**src/rtl/dmem_arb_pkg.sv**
```systemverilog
// dmem_arb_pkg: shared types and constants for the data-memory arbiter
package dmem_arb_pkg;
    localparam int ADDR_W = 32;
    localparam int DATA_W = 32;
    localparam logic [1:0] WORD_ALIGN_MASK = 2'b11;
    typedef enum logic [1:0] {IDLE, ACCESS, WAIT, RESP} state_t;
    typedef enum logic {PORT_A, PORT_B} port_t;
endpackage

```
**src/rtl/dmem_arb_pick.sv**
```systemverilog
// dmem_arb_pick: combinational winner select, A over B on a tie
// unless DMEM_ARB_ROUND_ROBIN_EN, which favours the port that did not win last
module dmem_arb_pick
    import dmem_arb_pkg::*;
(
    input  logic  a_req,
    input  logic  b_req,
`ifdef DMEM_ARB_ROUND_ROBIN_EN
    input  port_t last,
`endif
    output port_t win
);
`ifdef DMEM_ARB_ROUND_ROBIN_EN
    always_comb win = (a_req && b_req) ? (last == PORT_A ? PORT_B : PORT_A) : (a_req ? PORT_A : PORT_B);
`else
    always_comb win = a_req ? PORT_A : PORT_B;
`endif
endmodule

```
**src/rtl/dmem_arbiter.sv**
```systemverilog
// dmem_arbiter: shares a registered-read data memory between CPU (A) and DMA (B) requesters
// DMEM_ARB_ROUND_ROBIN_EN selects round-robin tie break instead of fixed A priority
module dmem_arbiter #(
    parameter int ADDR_W = dmem_arb_pkg::ADDR_W,
    parameter int DATA_W = dmem_arb_pkg::DATA_W
) (
    input  logic              clock,
    input  logic              reset_n,
    input  logic              a_req,
    input  logic              a_we,
    input  logic [ADDR_W-1:0] a_addr,
    input  logic [DATA_W-1:0] a_wdata,
    output logic              a_gnt,
    output logic              a_done,
    output logic              a_err,
    output logic [DATA_W-1:0] a_rdata,
    input  logic              b_req,
    input  logic              b_we,
    input  logic [ADDR_W-1:0] b_addr,
    input  logic [DATA_W-1:0] b_wdata,
    output logic              b_gnt,
    output logic              b_done,
    output logic              b_err,
    output logic [DATA_W-1:0] b_rdata,
    output logic              mem_read,
    output logic              mem_write,
    output logic [ADDR_W-1:0] mem_addr,
    output logic [DATA_W-1:0] mem_wdata,
    input  logic [DATA_W-1:0] mem_rdata
);
    import dmem_arb_pkg::*;
    state_t state;
    port_t win, sel;
    logic lwe, we;
    logic [ADDR_W-1:0] addr;
    logic [DATA_W-1:0] wdata;
`ifdef DMEM_ARB_ROUND_ROBIN_EN
    port_t last;
    dmem_arb_pick u_pick (.a_req(a_req), .b_req(b_req), .last(last), .win(win));
`else
    dmem_arb_pick u_pick (.a_req(a_req), .b_req(b_req), .win(win));
`endif
    always_comb begin
        we    = win == PORT_A ? a_we : b_we;
        addr  = win == PORT_A ? a_addr : b_addr;
        wdata = win == PORT_A ? a_wdata : b_wdata;
    end
    always_ff @(posedge clock or negedge reset_n) begin
        if (!reset_n) begin
            state     <= IDLE;
            sel       <= PORT_A;
            lwe       <= 1'b0;
            a_gnt     <= 1'b0;
            a_done    <= 1'b0;
            a_err     <= 1'b0;
            a_rdata   <= '0;
            b_gnt     <= 1'b0;
            b_done    <= 1'b0;
            b_err     <= 1'b0;
            b_rdata   <= '0;
            mem_read  <= 1'b0;
            mem_write <= 1'b0;
            mem_addr  <= '0;
            mem_wdata <= '0;
`ifdef DMEM_ARB_ROUND_ROBIN_EN
            last      <= PORT_B;
`endif
        end else begin
            a_gnt  <= 1'b0;
            b_gnt  <= 1'b0;
            a_done <= 1'b0;
            b_done <= 1'b0;
            a_err  <= 1'b0;
            b_err  <= 1'b0;
            case (state)
                IDLE: if (a_req || b_req) begin
                    sel   <= win;
                    lwe   <= we;
                    a_gnt <= win == PORT_A;
                    b_gnt <= win == PORT_B;
`ifdef DMEM_ARB_ROUND_ROBIN_EN
                    last  <= win;
`endif
                    // misaligned words never reach the memory
                    if (|(addr[1:0] & WORD_ALIGN_MASK)) state <= RESP;
                    else begin
                        mem_addr  <= addr;
                        mem_wdata <= wdata;
                        mem_read  <= !we;
                        mem_write <= we;
                        state     <= ACCESS;
                    end
                end
                ACCESS: begin
                    mem_read  <= 1'b0;
                    mem_write <= 1'b0;
                    state     <= WAIT;
                end
                WAIT: begin
                    a_done <= sel == PORT_A;
                    b_done <= sel == PORT_B;
                    if (sel == PORT_A && !lwe) a_rdata <= mem_rdata;
                    if (sel == PORT_B && !lwe) b_rdata <= mem_rdata;
                    state  <= IDLE;
                end
                default: begin
                    a_done <= sel == PORT_A;
                    b_done <= sel == PORT_B;
                    a_err  <= sel == PORT_A;
                    b_err  <= sel == PORT_B;
                    state  <= IDLE;
                end
            endcase
        end
    end
endmodule

```
**config.mk**
```make
export PLATFORM = sky130hd
export DESIGN_NAME = dmem_arbiter
export DESIGN_NICKNAME = d
export VERILOG_FILES = /design/src/rtl/dmem_arb_pkg.sv /design/src/rtl/dmem_arb_pick.sv /design/src/rtl/dmem_arbiter.sv
export SDC_FILE = /design/constraint.sdc
export NUM_CORES = 1
export LEC_CHECK = 0
export ABC_AREA = 0
export BUFFER_PORTS_ARGS = -buffer_cell sky130_fd_sc_hd__buf_2
export CAP_MARGIN = 20
export CORE_ASPECT_RATIO = 0.7
export CORE_MARGIN = 2
export CORE_UTILIZATION = 46
export CTS_CLUSTER_SIZE = 14
export DETAILED_ROUTE_END_ITERATION = 8
export HOLD_SLACK_MARGIN = 0.03
export PLACE_DENSITY = 0.8
export SETUP_SLACK_MARGIN = 0.5
export SYNTH_ARGS = -nofsm -noshare
export SYNTH_HDL_FRONTEND = slang
export SYNTH_SLANG_ARGS = --single-unit
export TNS_END_PERCENT = 50
```
**constraint.sdc**
```tcl
create_clock -name clock -period 1.9 [get_ports clock]
set_input_delay 0.095 -clock clock [delete_from_list [all_inputs] [get_ports clock]]
set_output_delay 0.095 -clock clock [all_outputs]
set_load 0.1 [all_outputs]
```
==> results of run 1 <==
## cells in the final DEF (no fill, tap or decap), types with 2 or more instances in the layout
cell           count
bufinv_16          5
mux2_4            89
buf_12            14
mux2_1             2
nor2_1             4
buf_4              9
mux2_2            98
nor3b_4            2
dlygate4sd3_1     34
dfrtp_1          137
clkinv_4           4
nor2b_1            2
clkinvlp_4         2
a22o_1             2
buf_2            300
clkbuf_16         20
and2_1             2
buf_6              6
dfrtp_2            3
buf_16             6
## worst min path at each step
| stage | slack [ns] | cells past startpoint | startpoint | end |
|---|---|---|---|---|
| finish | 0.05 | 3 | b_wdata[9] | mem_wdata[9] |
| global route | 0.04 | 3 | b_wdata[16] | mem_wdata[16] |
| CTS | 0.03 | 3 | b_wdata[9] | mem_wdata[9] |
| detailed placement | -0.07 | 1 | reset_n | b_rdata[28] |
| global placement | -0.07 | 1 | reset_n | b_rdata[28] |
| floorplan | -0.20 | 0 | reset_n | a_done |
## area by class of cell
class,count,area (µm²)
Timing Repair Buffer,373,2510
Multi-Input combinational cell,214,2690
Clock buffer,19,443
Inverter,2,7.51
Fill cell,866,3520
Tap cell,166,208
Clock inverter,13,214
Sequential cell,140,3510
## critical path, stage by stage (launching register included)
cell and delay (ns):
dfrtp_2 0.45, nor2_4 0.14, o221a_4 0.23, buf_12 0.14, buf_12 0.11, clkbuf_16 0.13
mux2_4 0.29
## sequential cells by signal, summed over array words and instances (netlist names), 2 cells and up
register,cells
a_rdata,32
state,2
mem_addr,32
mem_wdata,32
b_rdata,32
## per-stage QoR
step / cells / hold slack (ns) / cell area, µm² / utilization
detailed placement: 833 / -0.0652 / 7880 / 0.602
floorplan: 377 / -0.201 / 6180 / -
finish: 927 / 0.0476 / 9580 / 0.731
global route: 927 / 0.0385 / 9580 / 0.731
CTS: 921 / 0.0334 / 9280 / 0.709
global placement: 833 / -0.0681 / 7880 / 0.602
## layer usage
metal	global-route usage	up-vias	wire length (µm)
li1	-	2110	-
met1	0.289	2285	7290
met2	0.438	199	9300
met3	0.0603	30	1040
met4	0.0723	0	348
met5	0	-	0
## synth_stat cells, drive strengths merged
library cell,n,share of area
inv,2,0.0012
nor3,1,0.0016
dfrtp,140,0.57
o221a,1,0.0033
nor3b,2,0.0061
nor4,1,0.0035
nand2,1,0.00061
o211a,1,0.0016
nor2,5,0.0035
a21oi,1,0.00081
o311ai,1,0.0014
buf,19,0.026
mux2i,1,0.0016
or3,1,0.0010
o21a,1,0.0012
and3,1,0.0010
a22o,2,0.0028
clkbuf,2,0.0012
nor2b,2,0.0020
and2,3,0.0030
mux2,189,0.37
## what timing repair did
item	CTS	global route
pin swaps	3	0
buffers inserted	15	3
endpoints found under the hold margin	207	0
resized for setup	19	53
hold buffers	34	0
setup endpoints to repair	126	129
gates cloned	7	3
## cells by family after synthesis
| kind of cell | count (synthesis) |
|---|---|
| muxes | 190 |
| DFF | 140 |
| and+or+nand+nor | 17 |
| AOI/OAI and AO/OA | 7 |
| buffers and inverters | 23 |
==> impl_metrics.json, run 1 <==
{
  "postRouteAntennaNets": 0,
  "dpl.hpwl_um": 11400,
  "vias_per_cell": 4.99,
  "endpoint_kind": "flip-flop",
  "cts_buffers": 17,
  "reg2reg_slack_ns": 0.28,
  "finalSetupViolCount": 0,
  "worstPathRequired_ns": 2.19,
  "clk_pin_slew_worst_paths_ns": 0.06,
  "worst-path-max-fanout": 5,
  "clock_skew_ns": 0.0103,
  "initialDrtViolationCount": 124,
  "synth_compound_area_frac": 0.0112,
  "clk_latency_ns": 0.41,
  "tightest_slew_ns": 0.553,
  "critPathLaunchType": "flip-flop",
  "start_util": 0.470,
  "synthMuxAreaShare": 0.369,
  "fmax_ghz": 0.618,
  "synthSimpleGateAreaFrac": 0.0224,
  "cts_root_buffer": "clkbuf_16",
  "place.gp.congestion": 0.748,
  "io_buffers": 301,
  "synth_area_per_cell_um2": 16.3,
  "rows": 35,
  "die_h_um": 101,
  "fin_crit_sh": 0.851,
  "vias": 4624,
  "hold_violations": 0,
  "grt_first_pass_wirelength_um": 26200,
  "clk_path_buf_depth": 2,
  "setup_tns_ns": 0,
  "synth_top_family_by_area": "multiplexers",
  "cts.sink_count": 140,
  "finalMaxSlewViolations": 0,
  "wl_per_cell_um": 19.4,
  "drt-total-wl_um": 18000,
  "rr_endpoint": "mem_addr[3]",
  "synth-seq-cells": 140,
  "fin_crit_ns": 1.62,
  "rsz0062_at_grt": "true",
  "layout_setup_ws_ns": 0.283,
  "syn-cell-area_um2": 6160,
  "cts_tree": "done",
  "coreArea_um2": 13100,
  "grt_usage": 0.243,
  "n_antenna_cell": 0,
  "ys_seq_area_frac": 0.569,
  "areaGrowthSynthToFinish_pct": 55.6,
  "pin_count": 302,
  "synth-xor-area-share": 0,
  "maxCapViolations": 0,
  "drt_pre_antenna_iters": 4,
  "htree_levels": 4,
  "status": "finished clean",
  "yosysWarnings": 0,
  "synthAdderAreaFrac": 0,
  "grt_pass1_vias": 4909,
  "crit_start": "state[0]",
  "drc": 0,
  "die_area_um2": 14300,
  "die_width_um": 142,
  "synth_cell_types": 27,
  "place_ws_ns": 0.233,
  "r2r_start": "state[0]",
  "overflow": 0,
  "antenna_found_initial": 0,
  "arrival_ns": 1.91,
  "final_nets": 914,
  "crit_end": "mem_addr[3]",
  "path_class": "reg -> reg",
  "timing.slew.headroom": 0.627,
  "syn_nets": 543,
  "drive_gt1_frac": 0.746,
  "grt_max_degree": 81,
  "worst_hold_path_type": "in -> reg",
  "synthCells": 377,
  "reg2regPathDepth": 6
}
Power of run 1 is left out: the tool's default activity adds up to more than one toggle a clock period on the data nets, which glitch-free logic cannot reach.
==> run 2, diff against run 1 <==
BUFFER_PORTS_ARGS = not set   (was -buffer_cell sky130_fd_sc_hd__buf_2)
CORE_AREA = 2 2 118 120   (was not set)
CORE_ASPECT_RATIO = not set   (was 0.7)
CORE_MARGIN = not set   (was 2)
CORE_UTILIZATION = not set   (was 46)
DIE_AREA = 0 0 120 122   (was not set)
DONT_BUFFER_PORTS = 1   (was not set)
PLACE_DENSITY = not set   (was 0.8)
==> impl_metrics.json, run 2 <==
{
  "status": "aborted with a tool error",
  "lastStage": "clock tree synthesis (4_1_cts)",
  "error": "[ERROR RSZ-0060] Max buffer count reached.",
  "cts_root_buffer": "clkbuf_16",
  "die_h_um": 122,
  "place_ws_ns": 0.228,
  "synth_ff_type": "dfrtp_1",
  "ys_top_cells_by_area": "dfrtp_1, mux2_2, mux2_4",
  "yosysMostFrequentCell": "mux2_2",
  "die_width_um": 120,
  "dpl.hpwl_um": 9360,
  "htree_levels": 4,
  "yosysTopAreaCellShare": 0.569,
  "synthTopCellsByCount": "mux2_2, dfrtp_1, mux2_4",
  "cts_hold_buffers": 145,
  "clk_path_buf_depth": 2,
  "synth-edff-count": 0,
  "syn_nets": 543,
  "place.gp.congestion": 0.759,
  "pin_count": 302,
  "ys_seq_area_frac": 0.569,
  "post-cts-setup-buffer-count": 10,
  "cts_buffers": 17,
  "synthArstFlopShare": 1.00,
  "syn-cell-area_um2": 6160,
  "synth-seq-cells": 140,
  "synth_area_per_cell_um2": 16.3,
  "io_buffers": 0,
  "synth_cell_types": 27,
  "cts.sink_count": 140,
  "yosysWarnings": 0,
  "synthCells": 377,
  "synth_area_leader_cell": "dfrtp_1",
  "start_util": 0.456,
  "rows": 43,
  "cts.repair.resized": 29
}
## run 2: cell families after synthesis
family,count (synthesis),share of synthesized area
compound gates,7,0.0112
buf+inv,23,0.0282
flops,140,0.569
mux,190,0.369
simple gates,17,0.0224
## run 2: metrics by stage
stage	util	instances	area, µm²
after detailed placement	0.542	676	7320
after global placement	0.542	676	7320
after floorplan	-	377	6180
==> run 3, diff against run 2 <==
CORE_AREA = not set   (was 2 2 118 120)
CORE_MARGIN = 2   (was not set)
CORE_UTILIZATION = 40   (was not set)
CTS_CLUSTER_SIZE = not set   (was 14)
DIE_AREA = not set   (was 0 0 120 122)
HOLD_SLACK_MARGIN = not set   (was 0.03)
PLACE_DENSITY_LB_ADDON = 0.15   (was not set)
SETUP_SLACK_MARGIN = not set   (was 0.5)
==> impl_metrics.json, run 3 <==
{
  "status": "aborted with a tool error",
  "lastStage": "clock tree synthesis (4_1_cts)",
  "error": "[ERROR RSZ-0060] Max buffer count reached.",
  "synthCells": 377,
  "cts.repair.resized": 0,
  "ys_seq_area_frac": 0.569,
  "synthArstFlopShare": 1.00,
  "place.gp.congestion": 0.693,
  "cts_buffers": 17,
  "post-cts-setup-buffer-count": 0,
  "cts_hold_buffers": 144,
  "dpl.hpwl_um": 9810,
  "die_h_um": 128,
  "yosysWarnings": 0,
  "synthTopCellsByCount": "mux2_2, dfrtp_1, mux2_4",
  "synth_area_leader_cell": "dfrtp_1",
  "syn-cell-area_um2": 6160,
  "synth-seq-cells": 140,
  "synth-xor-area-share": 0,
  "htree_levels": 4,
  "clk_path_buf_depth": 2,
  "cts_root_buffer": "clkbuf_16",
  "yosysTopAreaCellShare": 0.569,
  "synth_area_per_cell_um2": 16.3,
  "synth_cell_types": 27,
  "synthSimpleGateAreaFrac": 0.0224,
  "cts.sink_count": 140,
  "pin_count": 302,
  "start_util": 0.407,
  "synth-edff-count": 0,
  "yosysMostFrequentCell": "mux2_2",
  "synth_compound_area_frac": 0.0112,
  "place_ws_ns": 0.223,
  "dpl-instance-area_um2": 7340,
  "syn_nets": 543,
  "rows": 45,
  "synthMuxAreaShare": 0.369,
  "ys_top_cells_by_area": "dfrtp_1, mux2_2, mux2_4",
  "die_width_um": 128,
  "synthAdderAreaFrac": 0,
  "synth_ff_type": "dfrtp_1",
  "synth_top_family_by_area": "multiplexers",
  "io_buffers": 0
}
run 3: cell counts after synthesis:
No cell type changed its count.
run 3: cells by family after synthesis:
| kind of cell | count (synthesis) |
|---|---|
| AO/OA/AOI/OAI | 7 |
| buffers and inverters | 23 |
| flip-flops | 140 |
| multiplexers | 190 |
| AND/OR/NAND/NOR | 17 |
run 3: per-stage QoR:
stage / instances / hold slack (ns)
after floorplan: 377 / -0.201
after global placement: 686 / -0.197
after detailed placement: 686 / -0.197
